<file path="src/rtl/mem_port_arbiter4.sv">
// ============================================================================
//  Module   : mem_port_arbiter4
//  Purpose  : Round-robin owner arbiter for a shared 4:1 memory port.
//  Revision : 1.0  initial release
// ============================================================================
`default_nettype none

module mem_port_arbiter4 #(
  parameter int HOLD_MAX = 16
) (
  input  logic       clk,
  input  logic       reset,
  input  logic [3:0] req,
  input  logic       done,
  output logic [3:0] gnt,
  output logic [1:0] sel,
  output logic       busy,
  output logic       timeout
);

  localparam int            CW       = (HOLD_MAX < 2) ? 1 : $clog2(HOLD_MAX);
  localparam logic [CW-1:0] CNT_LAST = CW'(HOLD_MAX - 1);

  typedef enum logic [0:0] {
    IDLE  = 1'b0,
    GRANT = 1'b1
  } state_t;

  state_t        state_q;
  logic [1:0]    ptr_q;
  logic [CW-1:0] cnt_q;
  logic [3:0]    gnt_q;
  logic [1:0]    sel_q;
  logic          busy_q;
  logic          timeout_q;

  logic [1:0]    base_ptr_d;
  logic [1:0]    win_idx_d;
  logic          win_vld_d;
  logic          forced_d;
  logic          release_d;

  // A releasing owner hands priority to its neighbour, so it ranks last.
  always_comb begin
    base_ptr_d = (state_q == GRANT) ? sel_q + 2'd1 : ptr_q;
    win_vld_d  = 1'b0;
    win_idx_d  = '0;
    for (int k = 3; k >= 0; k--) begin
      if (req[base_ptr_d + 2'(k)]) begin
        win_vld_d = 1'b1;
        win_idx_d = base_ptr_d + 2'(k);
      end
    end
    forced_d  = (HOLD_MAX != 0) && (state_q == GRANT) && (cnt_q == CNT_LAST) && !done;
    release_d = (state_q == GRANT) && (done || forced_d);
  end

  always_ff @(posedge clk) begin
    if (reset) begin
      state_q   <= IDLE;
      ptr_q     <= '0;
      cnt_q     <= '0;
      gnt_q     <= '0;
      sel_q     <= '0;
      busy_q    <= 1'b0;
      timeout_q <= 1'b0;
    end else begin
      case (state_q)
        IDLE: begin
          timeout_q <= 1'b0;
          if (win_vld_d) begin
            state_q <= GRANT;
            gnt_q   <= 4'b0001 << win_idx_d;
            sel_q   <= win_idx_d;
            busy_q  <= 1'b1;
            cnt_q   <= '0;
          end
        end
        GRANT: begin
          if (release_d) begin
            ptr_q     <= base_ptr_d;
            timeout_q <= forced_d;
            cnt_q     <= '0;
            if (win_vld_d) begin
              gnt_q <= 4'b0001 << win_idx_d;
              sel_q <= win_idx_d;
            end else begin
              state_q <= IDLE;
              gnt_q   <= '0;
              busy_q  <= 1'b0;
            end
          end else begin
            cnt_q     <= cnt_q + 1'b1;
            timeout_q <= 1'b0;
          end
        end
        default: state_q <= IDLE;
      endcase
    end
  end

  assign gnt     = gnt_q;
  assign sel     = sel_q;
  assign busy    = busy_q;
  assign timeout = timeout_q;

endmodule

`default_nettype wire

</file>
<file path="config.mk">
export PLATFORM = sky130hd
export DESIGN_NAME = mem_port_arbiter4
export DESIGN_NICKNAME = d
export VERILOG_FILES = /design/src/rtl/mem_port_arbiter4.sv
export SDC_FILE = /design/constraint.sdc
export NUM_CORES = 1
export LEC_CHECK = 0
export ABC_AREA = 1
export CAP_MARGIN = 20
export CORE_ASPECT_RATIO = 0.5
export CORE_UTILIZATION = 29
export CTS_BUF_LIST = sky130_fd_sc_hd__clkbuf_16
export CTS_CLUSTER_SIZE = 28
export DETAILED_ROUTE_END_ITERATION = 8
export DONT_BUFFER_PORTS = 1
export GPL_TIMING_DRIVEN = 1
export MAX_ROUTING_LAYER = met4
export PLACE_DENSITY_LB_ADDON = 0.15
export SLEW_MARGIN = 0
export SYNTH_ARGS = -nofsm -noshare
export SYNTH_HDL_FRONTEND = slang
export SYNTH_SLANG_ARGS = --single-unit
</file>
<file path="constraint.sdc">
create_clock -name clk -period 2.1 [get_ports clk]
set_clock_uncertainty 0.1 [all_clocks]
set_input_delay 0.105 -clock clk [delete_from_list [all_inputs] [get_ports clk]]
set_output_delay 0.105 -clock clk [all_outputs]
set_load 0.1 [all_outputs]
</file>
Yosys cells after proc, flatten, opt, wreduce, memory -nomap -nowiden
Index checks and enable logic that the tools add are counted.
Widths: inputs -> output; s select.
Word-level totals
  register bits after elaboration: 15
  input port bits: 7
  output and inout port bits: 8
  word-level logic and storage cells: 66
Cells by class
  add/subtract/negate cells: 5
  order comparisons: 4
  eq/ne operators: 4
  shift operators: 1
  multiplexer cells: 36
  bitwise logic cells: 1
  reduce and logical (&&, ||, !) cells: 8
Operators by type and width (count)
  $mux 4: 5
  $pmux 4 s2: 2
  $mux 1: 14
  $mux 2: 7
  $lt 2x3->1 const B: 4
  $bmux 1 s2: 4
  $pmux 1 s2: 3
  $add 2x1->2 const B: 2
  $add 2x2->2 const B: 2
  $add 4x1->4 const B: 1
  $eq 4x4->1 const B: 1
  $ne 2x2->1 const B: 2
  $pmux 2 s2: 1
  $reduce_and 2->1: 2
  $shl 1x2->4 const A: 1
  $logic_and 1x1->1: 3
  $reduce_and 3->1: 1
  $ne 2x1->1 const B: 1
  $logic_not 1->1: 1
  $logic_or 1x1->1: 1
  $not 1->1: 1

Logic depth before layout (Yosys ltp)
  word-level depth: 13
  gate-level depth with buffers: 15
  mapped depth without buffers: 15

Worst setup path after synthesis
OpenSTA, ideal clock, no wires.
  path kind: register to register
  from: register sel_q[0] (netlist: sel[0])
  to: register gnt_q[0] (netlist: gnt[0])
  library setup time: 128 ps
  arrival: 2093 ps
  data required time: 1872 ps
  slack: -220 ps
  cell stages (with the launch flop): 16
  path buffers: 0
  period minus slack after synthesis: 2320 ps
  cells stage by stage: dfxtp_1 > inv_1 > nand2_1 > nand3_1 > nand2_2 > inv_1 > nand2_1 > nand3_1 > nand2_1 > nand2_1 > nand2_1 > nand2_1 > nand2_1 > nor2_1 > nor2_1 > nor2_1
Between the ends
  word-level cells in the longest chain between the ends: 13
  elaborated cells on any way between the ends: 28
  those cells by class: 4 x add/sub; 1 x eq/ne; 1 x shift; 21 x mux; 1 x reduce/logical
Ends and longest elaborated chain
  start: declaration: line 33  | logic [1:0] sel_q;
  start signal: assignment: line 74  | sel_q <= win_idx_d;
  start signal: assignment: line 86  | sel_q <= win_idx_d;
  $add 2x1->2 (*): line 45  | base_ptr_d = (state_q == GRANT) ? sel_q + 2'd1 : ptr_q;
  $mux 2 (*): line 45
  $add 2x2->2: line 49, 51
  $bmux 1 s2: line 49  | if (req[base_ptr_d + 2'(k)]) begin
  $mux 1 (implied by the code): line 49
  $mux 2 (4 in series): line 49
  $shl 1x2->4: line 73, 85
  $mux 4: line 84  | if (win_vld_d) begin
  $mux 4: line 80  | if (release_d) begin
  $pmux 4 s2: line 68  | case (state_q)
  end signal: assignment: line 73  | gnt_q <= 4'b0001 << win_idx_d;
  end signal: assignment: line 85  | gnt_q <= 4'b0001 << win_idx_d;
  end: declaration: line 32  | logic [3:0] gnt_q;
Mark *: on every way between the ends. The rest lies on a longest branch, timed or not. The select of a mux whose other input is x is not followed.
A chain may end at the register's enable or synchronous reset.

Worst setup path in the final report
  from: register state_q
  to: register gnt_q[2] (netlist: gnt[2])
Between the ends
  word-level cells in the longest chain between the ends: 12
  elaborated cells on any way between the ends: 33
  those cells by class: 3 x add/sub; 2 x eq/ne; 1 x shift; 21 x mux; 1 x bitwise; 5 x reduce/logical
Ends and longest elaborated chain
  start: declaration: line 29  | state_t state_q;
  start signal: assignment: line 60  | state_q <= IDLE;
  start signal: assignment: line 72  | state_q <= GRANT;
  start signal: assignment: line 88  | state_q <= IDLE;
  $mux 2: line 45
  $add 2x2->2: line 49, 51
  $bmux 1 s2: line 49
  $mux 1 (implied by the code): line 49
  $mux 2 (4 in series): line 49
  $shl 1x2->4: line 73, 85
  $mux 4: line 84
  $mux 4: line 80
  $pmux 4 s2: line 68
Several ways; a longest one is shown, not always the timed one. The select of a mux whose other input is x is not followed.

==> impl_metrics.csv <==
group,metric,value,unit
final_layout,n_antenna_cell,0,
critical_path,worst-path-max-fanout,6,
timing,tightest_slew,0.358,ns
clock_network,cts_buffers,3,
timing,fin_crit,1.83,ns
floorplanning,fp.dieH,41.5,microns
routing,routed_wl,1880,microns
routing,wire_per_inst,10.0,microns
floorplanning,die_w,81.0,microns
critical_path,cp_cell_sequence,"buf_4 -> inv_1 -> nor3_2 -> nor2_1 -> nand2_1 -> inv_1 -> nor2_8 -> nand3_2 -> nor2_1 -> nor2_1 -> nor2_1",
critical_path,cp_slowest_stage_delay,0.41,ns
clock_network,cts_tree,"done",
routing,via_per_inst,4.37,
yosys,synthTopCellsByCount,"nand2_1, inv_1, dfxtp_1",
timing,drv_slew,0,
critical_path,crit_top_cell,"nor2_1",
global_route,antenna_found_initial,0,
run_status,outcome,"completed",
global_route,grt_max_degree,11,
global_route,gr-usage-met3,4.18,%
critical_path,cp_num_buf_inv,3,
routing,drtIter0Drc,27,
timing,slew-limit-headroom,76.0,%
timing,setup-tns-final,0,ns
yosys,avgSynthCellArea,6.61,sq um
critical_path,cp-end-kind,"flop",
clock_network,cts-root-buf,"clkbuf_16",
critical_path,required,2.18,ns
global_route,grt_usage,12.0,%
clock_network,clkLatencyLatePin,0.24,ns
final_layout,drive_gt1_share,20.5,%
floorplanning,initial_core_util,32.6,%
yosys,syn_nets,145,
critical_path,critPathTopFamily,"simple AND/OR/NAND/NOR gates",
clock_network,post_cts_buffers,0,
clock_network,h-tree-depth,1,
power_and_ir_drop,vdd_drop_max,0.000509,V
routing,vias,821,
yosys,synth_warnings,0,
hold_path,hold_path_class,"input pin to flop",
yosys,synthFlopType,"dfxtp_1",
yosys,yosysSeqAreaShare,33.1,%
floorplanning,rows,13,
routing,drc,0,
placed_design,routabilityCongestion,0.767,
power_and_ir_drop,p_per_area,969,mW/mm^2
global_route,met1_usage,17.5,%
yosys,synth_edf_count,0,
yosys,syn-cell-area,906,sq um
floorplanning,core_area,0.00278,sq mm
global_route,grt_pass1_wl,3050,microns
routing,drtAntennaViolNets,0,
yosys,synth_area_leaders,"dfxtp_1, nand2_1, inv_1, a21oi_1, nand3_1",
placed_design,io_buffers,0,
job,max-cap-violations,0,
yosys,synthMostInstantiatedCell,"nand2_1",
critical_path,path_class,"flop to flop",
timing,holdWs,0.0219,ns
yosys,ys_ff_latch,15,
final_layout,fin_nets,160,
clock_network,clock_path_buffers,2,
yosys,netlist.area_leader.share,33.1,%
global_route,grt.busiest_layer,"met1",
yosys,netlist_instances,137,
critical_path,slowest_stage,"dfxtp_2",
yosys,yosysTopAreaCell,"dfxtp_1",
clock_network,cts.clk_slew.worst_paths,0.05,ns
final_layout,fillCellCount,293,
global_route,use_met2,15.1,%
timing,finalSetupViolations,0,
yosys,async_flop_share,0,%
global_route,grt_pass1_vias,669,
routing,first_pass_iters,4,
clock_network,clock_sinks,15,
placed_design,dp_hpwl,1490,microns
yosys,synth.distinct_cells,23,
floorplanning,dieArea,0.00336,sq mm
final_layout,syn2layout_area_growth,23.2,%
critical_path,worst_setup_path_start_kind,"flop",
critical_path,crit_arrival,1.91,ns
global_route,gr-total-overflow,0,
timing,max_freq,545,MHz
timing,final.period_utilization,87.3,%
floorplanning,ioPinCount,15,
power_and_ir_drop,p_leak,0.551,nW
timing,hold_viol,0,
timing,grt_setup_unrepaired,"false",
-- registers in the layout, summed over array words and instances, names as in the netlist --
| name | flops |
|---|---|
| ptr_q | 2 |
| timeout | 1 |
| cnt_q | 4 |
| gnt | 4 |
| busy | 1 |
| sel | 2 |
| state_q | 1 |
-- power by group --
group | switching (mW) | leakage [nW] | internal [mW] | total, mW
sequential | 0.0188 | 0.124 | 0.313 | 0.331
clock | 0.110 | 0.0409 | 0.254 | 0.364
combinational | 0.284 | 0.386 | 0.101 | 0.386
total | 0.413 | 0.551 | 0.668 | 1.08
-- timing repair --
item	CTS	global route
endpoints found under the setup margin	0	1
hold buffers	2	0
gates resized for setup	0	1
hold endpoints to repair	10	0
-- metal layers --
| metal | vias to the layer above | share of wire, % | routed length (microns) |
|---|---|---|---|
| met5 | - | 0 | 0 |
| met2 | 10 | 37 | 695 |
| met3 | 2 | 4.8 | 90 |
| li1 | 461 | - | - |
| met1 | 348 | 57 | 1080 |
| met4 | 0 | 0.69 | 13 |
-- through the flow --
step | std cells | power, mW | util [%] | cell area, sq um | setup slack [ns]
after global routing | 188 | 1.14 | 40.1 | 1120 | 0.0920
after floorplan | 137 | 0.653 | - | 908 | 0.148
after CTS | 188 | 1.09 | 40.1 | 1110 | 0.144
after global placement | 182 | 0.719 | 36.5 | 1010 | 0.157
final | 188 | 1.08 | 40.1 | 1120 | 0.266
after detailed placement | 182 | 0.715 | 36.5 | 1010 | 0.163
-- cell usage in the layout (no fill, tap or decap), types with 3 or more instances in the layout --
cell and count:
nand2_1 37, clkbuf_16 3, dfxtp_2 3, nand2_2 4, dfxtp_1 12, inv_1 19, nor2_1 14, o21ai_0 8
a21oi_1 12, buf_4 10, nand3_1 11, nand3_2 3
-- final timing paths --
kind	cells past startpoint	slack [ns]	from	endpoint
max	11	0.27	state_q	gnt[2]
min	3	0.02	done	state_q
max reg2reg	11	0.27	state_q	gnt[2]
min reg2reg	2	0.36	cnt_q[3]	cnt_q[3]
-- worst min-delay path, delay by kind of cell --
family,cells,cell delay [ns]
and+or+nand+nor,2,0.14
AOI/OAI and AO/OA,1,0.07
-- layout make-up --
class	instances	area (sq um)	share of cell area [%]
multi-input cells	100	515	46.2
clock buffers	3	75.1	6.73
clock inverters	1	5.00	0.448
flip-flops and latches	15	304	27.2
inverters	20	75.1	6.73
repair buffers	12	95.1	8.52
well taps	37	46.3	4.15
-- logic make-up after synthesis --
| logic type | share of synthesized area (%) |
|---|---|
| buffers and inverters | 9.94 |
| and+or+nand+nor | 41.2 |
| adders and majority gates | 1.38 |
| xor gates and xnor gates | 0.967 |
| DFF | 33.1 |
| AOI/OAI and AO/OA | 13.4 |
(Power assumes the default switching activity.)
